File: config.mk
export PLATFORM = sky130hd
export DESIGN_NAME = uart_rx
export DESIGN_NICKNAME = d
export VERILOG_FILES = /design/src/rtl/uart_rx.sv
export SDC_FILE = /design/constraint.sdc
export NUM_CORES = 1
export LEC_CHECK = 0
export ABC_AREA = 1
export BUFFER_PORTS_ARGS = -buffer_cell sky130_fd_sc_hd__buf_2
export CAP_MARGIN = 20
export CORE_ASPECT_RATIO = 0.5
export CORE_UTILIZATION = 41
export DETAILED_ROUTE_END_ITERATION = 7
export GPL_ROUTABILITY_DRIVEN = 0
export GPL_TIMING_DRIVEN = 0
export SYNTH_ARGS = -nofsm -noshare
export SYNTH_HDL_FRONTEND = slang
export SYNTH_SLANG_ARGS = --single-unit
File: constraint.sdc
create_clock -name clk -period 3.4 [get_ports clk]
set_clock_uncertainty 0.05 [all_clocks]
set_input_delay 0.51 -clock clk [delete_from_list [all_inputs] [get_ports clk]]
set_output_delay 0.51 -clock clk [all_outputs]
set_load 0.05 [all_outputs]
File: src/rtl/uart_rx.sv
// uart_rx: 8N1 serial receiver with a two-flop synchronizer, mid-bit sampling and one-cycle strobes.
// Define UART_RX_PARITY_EN to add an even-parity bit between the data bits and the stop bit.
module uart_rx #(
  parameter int CLK_HZ = 12_000_000,
  parameter int BAUD   = 115200
) (
  input  logic       clk,
  input  logic       rst,
  input  logic       rx,
  output logic [7:0] data,
  output logic       valid,
  output logic       frame_err,
  output logic       parity_err,
  output logic       busy
);
  localparam int CPB  = CLK_HZ / BAUD;
  localparam int HALF = CPB / 2 - 1;
  localparam int CW   = $clog2(CPB);
  typedef enum logic [2:0] {IDLE, START, DATA, PARITY, STOP, WAIT_IDLE} state_t;
  state_t state_q, state_d;
  logic s1_q, s2_q, s2p_q;
  logic [CW-1:0] cnt_q, cnt_d;
  logic [2:0] idx_q, idx_d;
  logic [7:0] shift_q, shift_d, data_q, data_d;
  logic valid_q, valid_d, ferr_q, ferr_d, perr_q, perr_d;
  logic bit_done, half_done;
`ifdef UART_RX_PARITY_EN
  logic par_q, par_d;
`endif
  assign bit_done  = cnt_q == CW'(CPB - 1);
  assign half_done = cnt_q == CW'(HALF);
  always_ff @(posedge clk or posedge rst)
    if (rst) begin
      s1_q    <= 1'b1;
      s2_q    <= 1'b1;
      s2p_q   <= 1'b1;
      state_q <= IDLE;
      cnt_q   <= '0;
      idx_q   <= '0;
      shift_q <= '0;
      data_q  <= '0;
      valid_q <= 1'b0;
      ferr_q  <= 1'b0;
      perr_q  <= 1'b0;
`ifdef UART_RX_PARITY_EN
      par_q   <= 1'b0;
`endif
    end else begin
      s1_q    <= rx;
      s2_q    <= s1_q;
      s2p_q   <= s2_q;
      state_q <= state_d;
      cnt_q   <= cnt_d;
      idx_q   <= idx_d;
      shift_q <= shift_d;
      data_q  <= data_d;
      valid_q <= valid_d;
      ferr_q  <= ferr_d;
      perr_q  <= perr_d;
`ifdef UART_RX_PARITY_EN
      par_q   <= par_d;
`endif
    end
  always_comb begin
    state_d = state_q;
    cnt_d   = cnt_q + CW'(1);
    idx_d   = idx_q;
    shift_d = shift_q;
    data_d  = data_q;
    valid_d = 1'b0;
    ferr_d  = 1'b0;
    perr_d  = 1'b0;
`ifdef UART_RX_PARITY_EN
    par_d   = par_q;
`endif
    case (state_q)
      IDLE: begin
        cnt_d   = '0;
        state_d = (s2p_q && !s2_q) ? START : IDLE;
      end
      START:
        if (half_done) begin
          cnt_d   = '0;
          idx_d   = '0;
          state_d = s2_q ? IDLE : DATA;
        end
      DATA:
        if (bit_done) begin
          cnt_d          = '0;
          shift_d[idx_q] = s2_q;
          idx_d          = idx_q + 3'd1;
`ifdef UART_RX_PARITY_EN
          state_d        = (idx_q == 3'd7) ? PARITY : DATA;
`else
          state_d        = (idx_q == 3'd7) ? STOP : DATA;
`endif
        end
`ifdef UART_RX_PARITY_EN
      PARITY:
        if (bit_done) begin
          cnt_d   = '0;
          par_d   = s2_q;
          state_d = STOP;
        end
`endif
      STOP:
        if (bit_done) begin
          cnt_d   = '0;
          data_d  = s2_q ? shift_q : data_q;
          valid_d = s2_q;
          ferr_d  = !s2_q;
`ifdef UART_RX_PARITY_EN
          perr_d  = s2_q && ((^shift_q) ^ par_q);
`endif
          state_d = s2_q ? IDLE : WAIT_IDLE;
        end
      WAIT_IDLE: begin
        cnt_d   = '0;
        state_d = s2_q ? IDLE : WAIT_IDLE;
      end
      default: state_d = IDLE;
    endcase
  end
  always_comb begin
    data       = data_q;
    valid      = valid_q;
    frame_err  = ferr_q;
    parity_err = perr_q;
    busy       = state_q != IDLE;
  end
endmodule
==> out/results.md, run 1 <==
- complete, no violations — result of the run
- 0 — number of endpoints with negative hold slack in the final report
- 16 — Placement Rows
- 0.220 mV — Worst VDD drop
- nand2_1 (91), nand3_1 (32), dfrtp_1 (31) — leading cell types in the layout, fill and taps excluded
- 1 — Buf/Inv on CP
- 54.5% — Final Cycle Share
- 409 — fillcell total
- 0 — GR Overflow Total
- 0.816 ns — slew at the pin closest to its max-slew limit
- no — setup repair after global routing missed its margin
- 0.07 ns — clock input transition at the sequential cells of the worst setup and hold paths
- 540 MHz — Fmax achieved
- nand2_1 — Critical Path Most Common Cell
- 1.12 nW — Leak Pwr
- 34 — clock sink count
- 1.85 ns — Tmin final
- 7.67 sq um — Synth Area per Inst
- 34 — synthesized flop and latch total
- 0 — Post CTS Setup Buffer Count
- flip-flop — startpoint kind of the worst setup timing path
- 0.48 ns — highest cell delay on the worst timing path
- 0 — Antenna Nets Post-Route
- 1465 — routed vias
- clkbuf_8 — Root Buffer Master
- 9 — largest fanout on the critical path
- 0 — hold-fix buffer count after cts
- 94.5 um — Die X-Extent
- 0 — number of maximum-capacitance constraint violations
- 229 — number of cells produced by synthesis
- 15 — I/O pin count
- 100% — share of async-settable or async-resettable flops after synthesis
- 0 — number of synthesized flops with an enable pin
- 7 — Stages on worst setup path
- 48.7% — part of the Yosys area used for sequential elements
- 2440 um — dpl hpwl
- 2 — worst-case clock buffer depth
- 48.3 um — Die Height
- 0.269 ns — Hold Slack
- 4 — Detailed Routing Iterations Pass 1
- dfrtp_1 — Critical Path Slowest Stage Cell
- 5620 um — global-route wire length before repair
- 305 — final std cells w/o fill
- 0 — post_cts resized
- 14.3% — synthesis-to-finish area growth
- 0.00456 sq mm — full die area
- 15.9% — fraction of layout instances using a drive strength above 1
- 1 — WHS Path Cells
- simple AND/OR/NAND/NOR gates — category of cells accounting for the largest share of critical-path delay
- 7 — worst-case reg-to-reg path depth
- 0.00400 sq mm — core region area
- nand2_1 — leading cell type in the layout, fill and taps excluded
- 0.29 ns — clock insertion delay at the later pin of the skew report
- 297 — post-placement cell count
- dfrtp_1 — primary flip-flop cell chosen by synthesis mapping
- in -> reg — class of the most critical hold timing path
- 0 — max-slew violation count
- 2 — maximum level of the CTS H-tree
- 0 — Antenna diodes
- done — CTS tree
- 0.00192 sq mm — Placed Instance Area
- reg -> reg — CP Class
- flip-flop — critical path capture point type
- 1253 — number of global-route vias before repair
- 45.5% — Max transition margin
- 3380 um — wire length reported by the detailed router
- 2.03 ns — signal arrival time at the worst endpoint
- 0.00176 sq mm — cell area after technology mapping
- 17.2% — all-layer global routing usage
- ha_1 -> nand3_1 -> nor2_2 -> nand3_2 -> inv_2 -> nand2_1 -> nand2_1 — sequence of cells on the critical path
- 0.00201 sq mm — Finished Cell Area
- 0 ns — final-layout setup total negative slack
- 11.1 um — average wire length per cell after detail routing
- 5 — TritonCTS buffer count
- 0 — yosys synthesis warning count
- 67 — number of DRC markers after the initial detailed-route iteration
- 0 — endpoints failing setup
- 256 — Final #Nets
- 21 — pin count of the biggest net entering global routing
- 26 — Synth cell types
- 3.58 ns — required time reported for the critical path endpoint
- 235 — synthesized net count
- 13 — PortBufs
- 0 — total DRC errors in the routed layout
- 43.8% — effective utilization at floorplan
- 528 mW/mm^2 — areal power density over the cells
- 0 — initial antenna violation count
- 4.80 — Vias/cell
-- cells by family after synthesis --
family | synth area share (%)
buffers and inverters | 7.77
flip-flops | 48.7
AND/OR/NAND/NOR | 38.9
other | 0.214
XOR/XNOR | 0.998
AO/OA/AOI/OAI | 1.28
adder cells (fa/ha/maj) | 2.14
-- flip-flops by register name (all words and copies together), names as in the netlist --
register   count
cnt_q          7
data           8
frame_err      1
idx_q          3
s1_q           1
s2_q           1
s2p_q          1
shift_q        8
state_q        3
valid          1
-- routing by layer --
| layer | vias to the layer above | track usage, % | wire (um) |
|---|---|---|---|
| li1 | 751 | - | - |
| met1 | 678 | 22.6 | 1670 |
| met2 | 33 | 27.0 | 1490 |
| met3 | 3 | 7.32 | 191 |
| met4 | 0 | 3.94 | 22 |
| met5 | - | 0 | 0 |
-- synth_stat cells (2+ instances only) --
cell type,n,share of area (%)
ha_1,3,2.1
nor2_2,2,0.71
nand4_1,3,1.1
nor2_1,17,3.6
dfrtp_1,31,44
nand2_2,3,1.1
o21ai_0,2,0.57
inv_1,25,5.3
inv_2,2,0.43
nand3_1,32,9.1
nand2_1,91,19
buf_4,2,0.86
dfstp_2,3,4.5
-- final timing paths --
path / start / endpoint / slack, ns
worst max-delay path: cnt_q[0] / data[3] / 1.55
worst min-delay path: rx / s1_q / 0.27
worst max register to register: cnt_q[0] / data[3] / 1.55
worst min register to register: s1_q / s2_q / 0.31
max in group asynchronous: rst / idx_q[1] / 2.43
min in group asynchronous: rst / cnt_q[6] / 0.32
-- stage by stage --
step                      util [%]  power [mW]  worst slack (ns)
final                         50.1        1.06              1.55
after global placement        47.2       0.742              1.55
after CTS                     50.1        1.07              1.53
after floorplan                  -       0.698              1.87
after global routing          50.1        1.13              1.39
after detailed placement      47.8       0.758              1.54
-- final cells by class --
cell class	count	area [sq um]	area share, %
buffer	4	35.0	1.75
clock buffer	7	86.3	4.30
clock inverter	1	5.00	0.249
inverter	27	101	5.05
multi-input combinational	164	764	38.1
sequential	34	855	42.6
tap	54	67.6	3.37
timing repair buffer	14	92.6	4.61
-- power breakdown --
group          switching, mW  internal, mW
clock network          0.144         0.163
logic                  0.169        0.0916
registers             0.0474         0.444
total                  0.360         0.699
Note: power is estimated with default switching activity, not from simulation.
==> inputs of run 2 (changes only) <==
Settings changed: ABC_AREA 1 to 0.
Clock period 3.4 ns to 1.75 ns, I/O delays scaled along.
==> out/results.md, run 2 <==
- 176 — Final #Nets
- 0.986 nW — Leak Pwr
- 0.00181 sq mm — Placed Instance Area
- 818 sq um — area of the multi-input gates
- -0.153 ns — setup ws final
- in -> reg — class of the most critical hold timing path
- 1 — WHS Path Cells
- dfrtp_1 — top cell type by total area after synthesis
- 1100 — number of global-route vias before repair
- 3 — largest fanout on the critical path
- yes — setup repair after global routing missed its margin
- 17.0% — all-layer global routing usage
- 1.90 ns — Tmin final
- 2 — worst-case clock buffer depth
- 2.03 ns — signal arrival time at the worst endpoint
- 891 mW/mm^2 — areal power density over the cells
- 5.00 — Vias/cell
- 0 — Antenna diodes
- -0.15 ns — minimum setup slack among reg-to-reg paths
- dfrtp_1 — leading cell type in the layout, fill and taps excluded
- 3220 um — wire length reported by the detailed router
- cnt_q[0] — Reg2Reg Launch Point
- 0.29 ns — clock insertion delay at the later pin of the skew report
- 0.00165 sq mm — cell area after technology mapping
- 56.5% — Max transition margin
- dfrtp_1 — primary flip-flop cell chosen by synthesis mapping
- dfrtp_1 (31), buf_2 (15), mux2_4 (15) — leading cell types in the layout, fill and taps excluded
- 4 — Detailed Routing Iterations Pass 1
- 0 — yosys synthesis warning count
- 14 — endpoints failing setup
- dfrtp_1 (47%), mux2_4 (9.1%), dfstp_2 (4.8%) — top cells by area, synth
- negative setup slack — violations in the final reports
- 1.87 ns — required time reported for the critical path endpoint
- 11.9 sq um — Synth Area per Inst
- 1111 — routed vias
- 23 — pin count of the biggest net entering global routing
- 0.388 mV — Worst VDD drop
- 526 MHz — Fmax achieved
- 1910 um — dpl hpwl
- 14.5 um — average wire length per cell after detail routing
- done — CTS tree
- 15 — I/O pin count
- 5 — TritonCTS buffer count
- 47.0% — Synth top area share
- 21.8% — met1 GRT Util
- reg -> reg — CP Class
- 27.1% — synthesis-to-finish area growth
- 100% — share of async-settable or async-resettable flops after synthesis
- dfrtp_1 (31), nor2_1 (14), mux2_4 (10) — most numerous cell types in the synthesized netlist
- 28.1% — global-route met2 utilization
- 109% — Final Cycle Share
- 43.3% — fraction of layout instances using a drive strength above 1
- 57.6% — utilization after layout
- idx_q[1] — R2R Path End
- 138 — number of cells produced by synthesis
- 13 — PortBufs
- 144 — synthesized net count
- flip-flop — startpoint kind of the worst setup timing path
- 40 — Synth cell types
- 0 — Antenna Nets Post-Route
- 0.0183 ns — Hold Slack
- 0 — initial antenna violation count
- 36 — number of DRC markers after the initial detailed-route iteration
- 5 — worst-case reg-to-reg path depth
- 0 — max-slew violation count
- 45.3% — effective utilization at floorplan
- 15 — Placement Rows
- rx — critical hold path startpoint
- 0 — GR Overflow Total
- 46.8 um — Die Height
- 34 — synthesized flop and latch total
- flip-flop — critical path capture point type
- 91.7 um — Die X-Extent
- 0.653 ns — slew at the pin closest to its max-slew limit
- met2 — layer with the highest usage after global routing
- 5310 um — global-route wire length before repair
- 855 sq um — total area of sequential cells
- 0 — number of endpoints with negative hold slack in the final report
- finished with violations — result of the run
- 0.00430 sq mm — full die area
- 0 — number of synthesized flops with an enable pin
- 0.00364 sq mm — core region area
- 2 — maximum level of the CTS H-tree
- 0 — number of maximum-capacitance constraint violations
- 51.8% — part of the Yosys area used for sequential elements
- 0.07 ns — clock input transition at the sequential cells of the worst setup and hold paths
- 328 — fillcell total
- 0 — total DRC errors in the routed layout
- dfrtp_1 — most used standard cell by instance count after synthesis
- s1_q — worst hold endpoint
- 34 — clock sink count
- 0.00210 sq mm — Finished Cell Area
- clkbuf_8 — Root Buffer Master
- 4.85% — met3 demand-to-capacity share in global routing
-- run 2: through the flow --
step / setup slack, ns / setup TNS (ns) / power [mW] / std cells
after detailed placement: -0.179 / -2.15 / 1.18 / 203
after CTS: -0.181 / -0.823 / 1.85 / 219
final: -0.153 / -0.810 / 1.87 / 222
after global placement: -0.176 / -2.15 / 1.16 / 202
after floorplan: -0.0606 / -0.592 / 1.11 / 138
after global routing: -0.203 / -1.53 / 1.97 / 222
-- run 2: worst max-delay path, cell delays in order, from the launching register on --
cell,delay (ns)
dfrtp_1,0.39
ha_4,0.16
nand4bb_1,0.15
or4b_4,0.54
a21oi_4,0.19
mux2_4,0.31
-- run 2: worst max path at each step --
stage,start,endpoint,cells past startpoint
floorplan,cnt_q[0],data[0],7
global placement,cnt_q[0],idx_q[1],5
detailed placement,cnt_q[0],idx_q[2],5
CTS,cnt_q[1],idx_q[1],5
global route,cnt_q[0],idx_q[2],5
finish,cnt_q[0],idx_q[1],5
-- run 2: cell type report --
type | count | area share [%]
multi-input combinational | 91 | 39.0
sequential | 34 | 40.8
clock inverter | 1 | 0.239
inverter | 2 | 0.358
clock buffer | 7 | 4.12
buffer | 9 | 2.87
tap | 51 | 3.04
timing repair buffer | 27 | 9.55
-- run 2: report_power, final --
group | internal, mW | switching [mW] | leakage (nW)
combinational | 0.184 | 0.174 | 0.484
clock | 0.317 | 0.279 | 0.0482
sequential | 0.854 | 0.0594 | 0.454
-- run 2: cell families (layout without fill, tap and decap cells) --
logic type,after synthesis,in the layout,synth area share (%)
AOI/OAI and AO/OA,11,11,4.86
xor gates and xnor gates,4,4,2.12
adders and majority gates,3,3,2.28
buffers and inverters,13,46,3.87
DFF,34,34,51.8
muxes,18,18,14.6
other,1,1,0.227
and+or+nand+nor,54,54,20.3
-- run 2: routing by layer --
layer,vias up,wire length (um)
met2,16,1470
met3,6,112
met5,-,0
li1,543,-
met1,546,1590
met4,0,45
-- run 2: repair_timing --
action,4_1_cts,5_1_grt
buffers inserted,7,4
hold buffers,1,0
pin swaps,1,1
cloned,1,0
resized for setup,14,11
setup endpoints to repair,20,24
hold endpoints to repair,11,0
==> inputs of run 3 (changes only) <==
Settings changed: GPL_TIMING_DRIVEN 0 to unset.
==> out/results.md, run 3 (synthesis gave the netlist of run 2 again) <==
- 91.7 um — Die X-Extent
- 1132 — routed vias
- negative hold slack, negative setup slack — violations in the final reports
- 0.07 ns — clock input transition at the sequential cells of the worst setup and hold paths
- 0 — Antenna diodes
- 0 — max-slew violation count
- 0.29 ns — clock insertion delay at the later pin of the skew report
- dfrtp_1 — leading cell type in the layout, fill and taps excluded
- 43.3% — fraction of layout instances using a drive strength above 1
- 25.3% — synthesis-to-finish area growth
- -0.553 ns — final-layout setup total negative slack
- idx_q[2] — R2R Path End
- 46.8 um — Die Height
- 5 — number of endpoints with negative hold slack in the final report
- 1026 — number of global-route vias before repair
- 176 — Final #Nets
- -0.10 ns — minimum setup slack among reg-to-reg paths
- 34 — clock sink count
- yes — setup repair after global routing missed its margin
- 0.00364 sq mm — core region area
- 540 MHz — Fmax achieved
- clkbuf_8 — Root Buffer Master
- -0.00145 ns — Hold Slack
- 302 — fillcell total
- 35 — pin count of the biggest net entering global routing
- flip-flop — critical path capture point type
- 15 — Placement Rows
- reg -> reg — CP Class
- dfrtp_1 (31), buf_4 (21), nor2_1 (14) — leading cell types in the layout, fill and taps excluded
- 5.10 — Vias/cell
- 0 — total DRC errors in the routed layout
- done — CTS tree
- 33 — number of DRC markers after the initial detailed-route iteration
- 1.99 ns — signal arrival time at the worst endpoint
- flip-flop — startpoint kind of the worst setup timing path
- 5 — worst-case reg-to-reg path depth
- 0 — initial antenna violation count
- 5090 um — global-route wire length before repair
- 45.3% — effective utilization at floorplan
- 15 — I/O pin count
- 2020 um — dpl hpwl
- in -> async — class of the most critical hold timing path
- cnt_q[0] — Reg2Reg Launch Point
- cnt_q[0] — critical path startpoint
- 0.00430 sq mm — full die area
- finished with violations — result of the run
- 1.85 ns — Tmin final
- 3060 um — wire length reported by the detailed router
- 56.8% — utilization after layout
- 0.480 mV — Worst VDD drop
- 0 — GR Overflow Total
- 3 — largest fanout on the critical path
- -0.101 ns — setup ws final
- 1.89 ns — required time reported for the critical path endpoint
- 5 — TritonCTS buffer count
- 0 — number of maximum-capacitance constraint violations
- 106% — Final Cycle Share
- 13.8 um — average wire length per cell after detail routing
- 2 — maximum level of the CTS H-tree
- 13 — PortBufs
- 0.976 nW — Leak Pwr
- 10 — endpoints failing setup
- 16.4% — all-layer global routing usage
- 2 — worst-case clock buffer depth
- 0 — Antenna Nets Post-Route
- 4 — Detailed Routing Iterations Pass 1
- 910 mW/mm^2 — areal power density over the cells
==> run 3: cell count changes in the layout (fill, tap and decap cells not counted), moves of 2 or more <==
cell / before / now
buf_4: 11 / 21
buf_2: 15 / 13
buf_6: 3 / 0
mux2_4: 15 / 12
buf_1: 2 / 0
mux2_1: 2 / 5
==> run 3: metrics by stage <==
step	hold WS, ns	instances	cell area, sq um	power, mW	worst slack (ns)
after global routing	0.0342	222	2070	1.99	-0.151
final	-0.00145	222	2070	1.88	-0.101
after global placement	0.297	208	1860	1.23	-0.0976
after detailed placement	0.299	208	1860	1.24	-0.145
after CTS	0.0116	218	1990	1.87	-0.133
after floorplan	0.217	138	1650	1.11	-0.0606
==> run 3: worst max path at each step <==
stage,endpoint,slack (ns)
floorplan,data[0],-0.06
global placement,idx_q[2],-0.1
detailed placement,idx_q[2],-0.14
CTS,idx_q[2],-0.13
global route,idx_q[2],-0.15
finish,idx_q[2],-0.10
==> run 3: metal layers <==
metal	up-vias	global-route usage (%)	routed length, um
li1	546	-	-
met1	569	22.2	1580
met2	14	24.7	1350
met3	3	6.96	113
met4	0	4.69	27
met5	-	0	0
==> run 3: what timing repair did <==
action                                  in CTS  in global routing
resized for setup                            6                 11
endpoints found under the hold margin        0                  1
hold buffers                                 0                  1
pin swaps                                    4                  6
setup buffers                                2                  3
endpoints found under the setup margin      12                 26
==> run 3: final cells by class <==
type	instances	area, sq um	area share [%]
timing repair buffer	36	253	12.2
multi-input combinational	91	797	38.6
clock inverter	1	5.00	0.242
clock buffer	7	86.3	4.18
tap	51	63.8	3.09
sequential	34	855	41.3
inverter	2	7.51	0.363
==> run 3: report_power, final <==
part           switching [mW]  internal, mW
clock network           0.288         0.317
registers              0.0483         0.853
logic                   0.177         0.196
total                   0.513          1.37
==> run 3: worst max-delay path: stages, from the launching register on <==
cell and delay (ns):
dfrtp_1 0.35, ha_2 0.19, nand4bb_1 0.13, or4b_4 0.52
a21oi_4 0.19, mux2_4 0.31
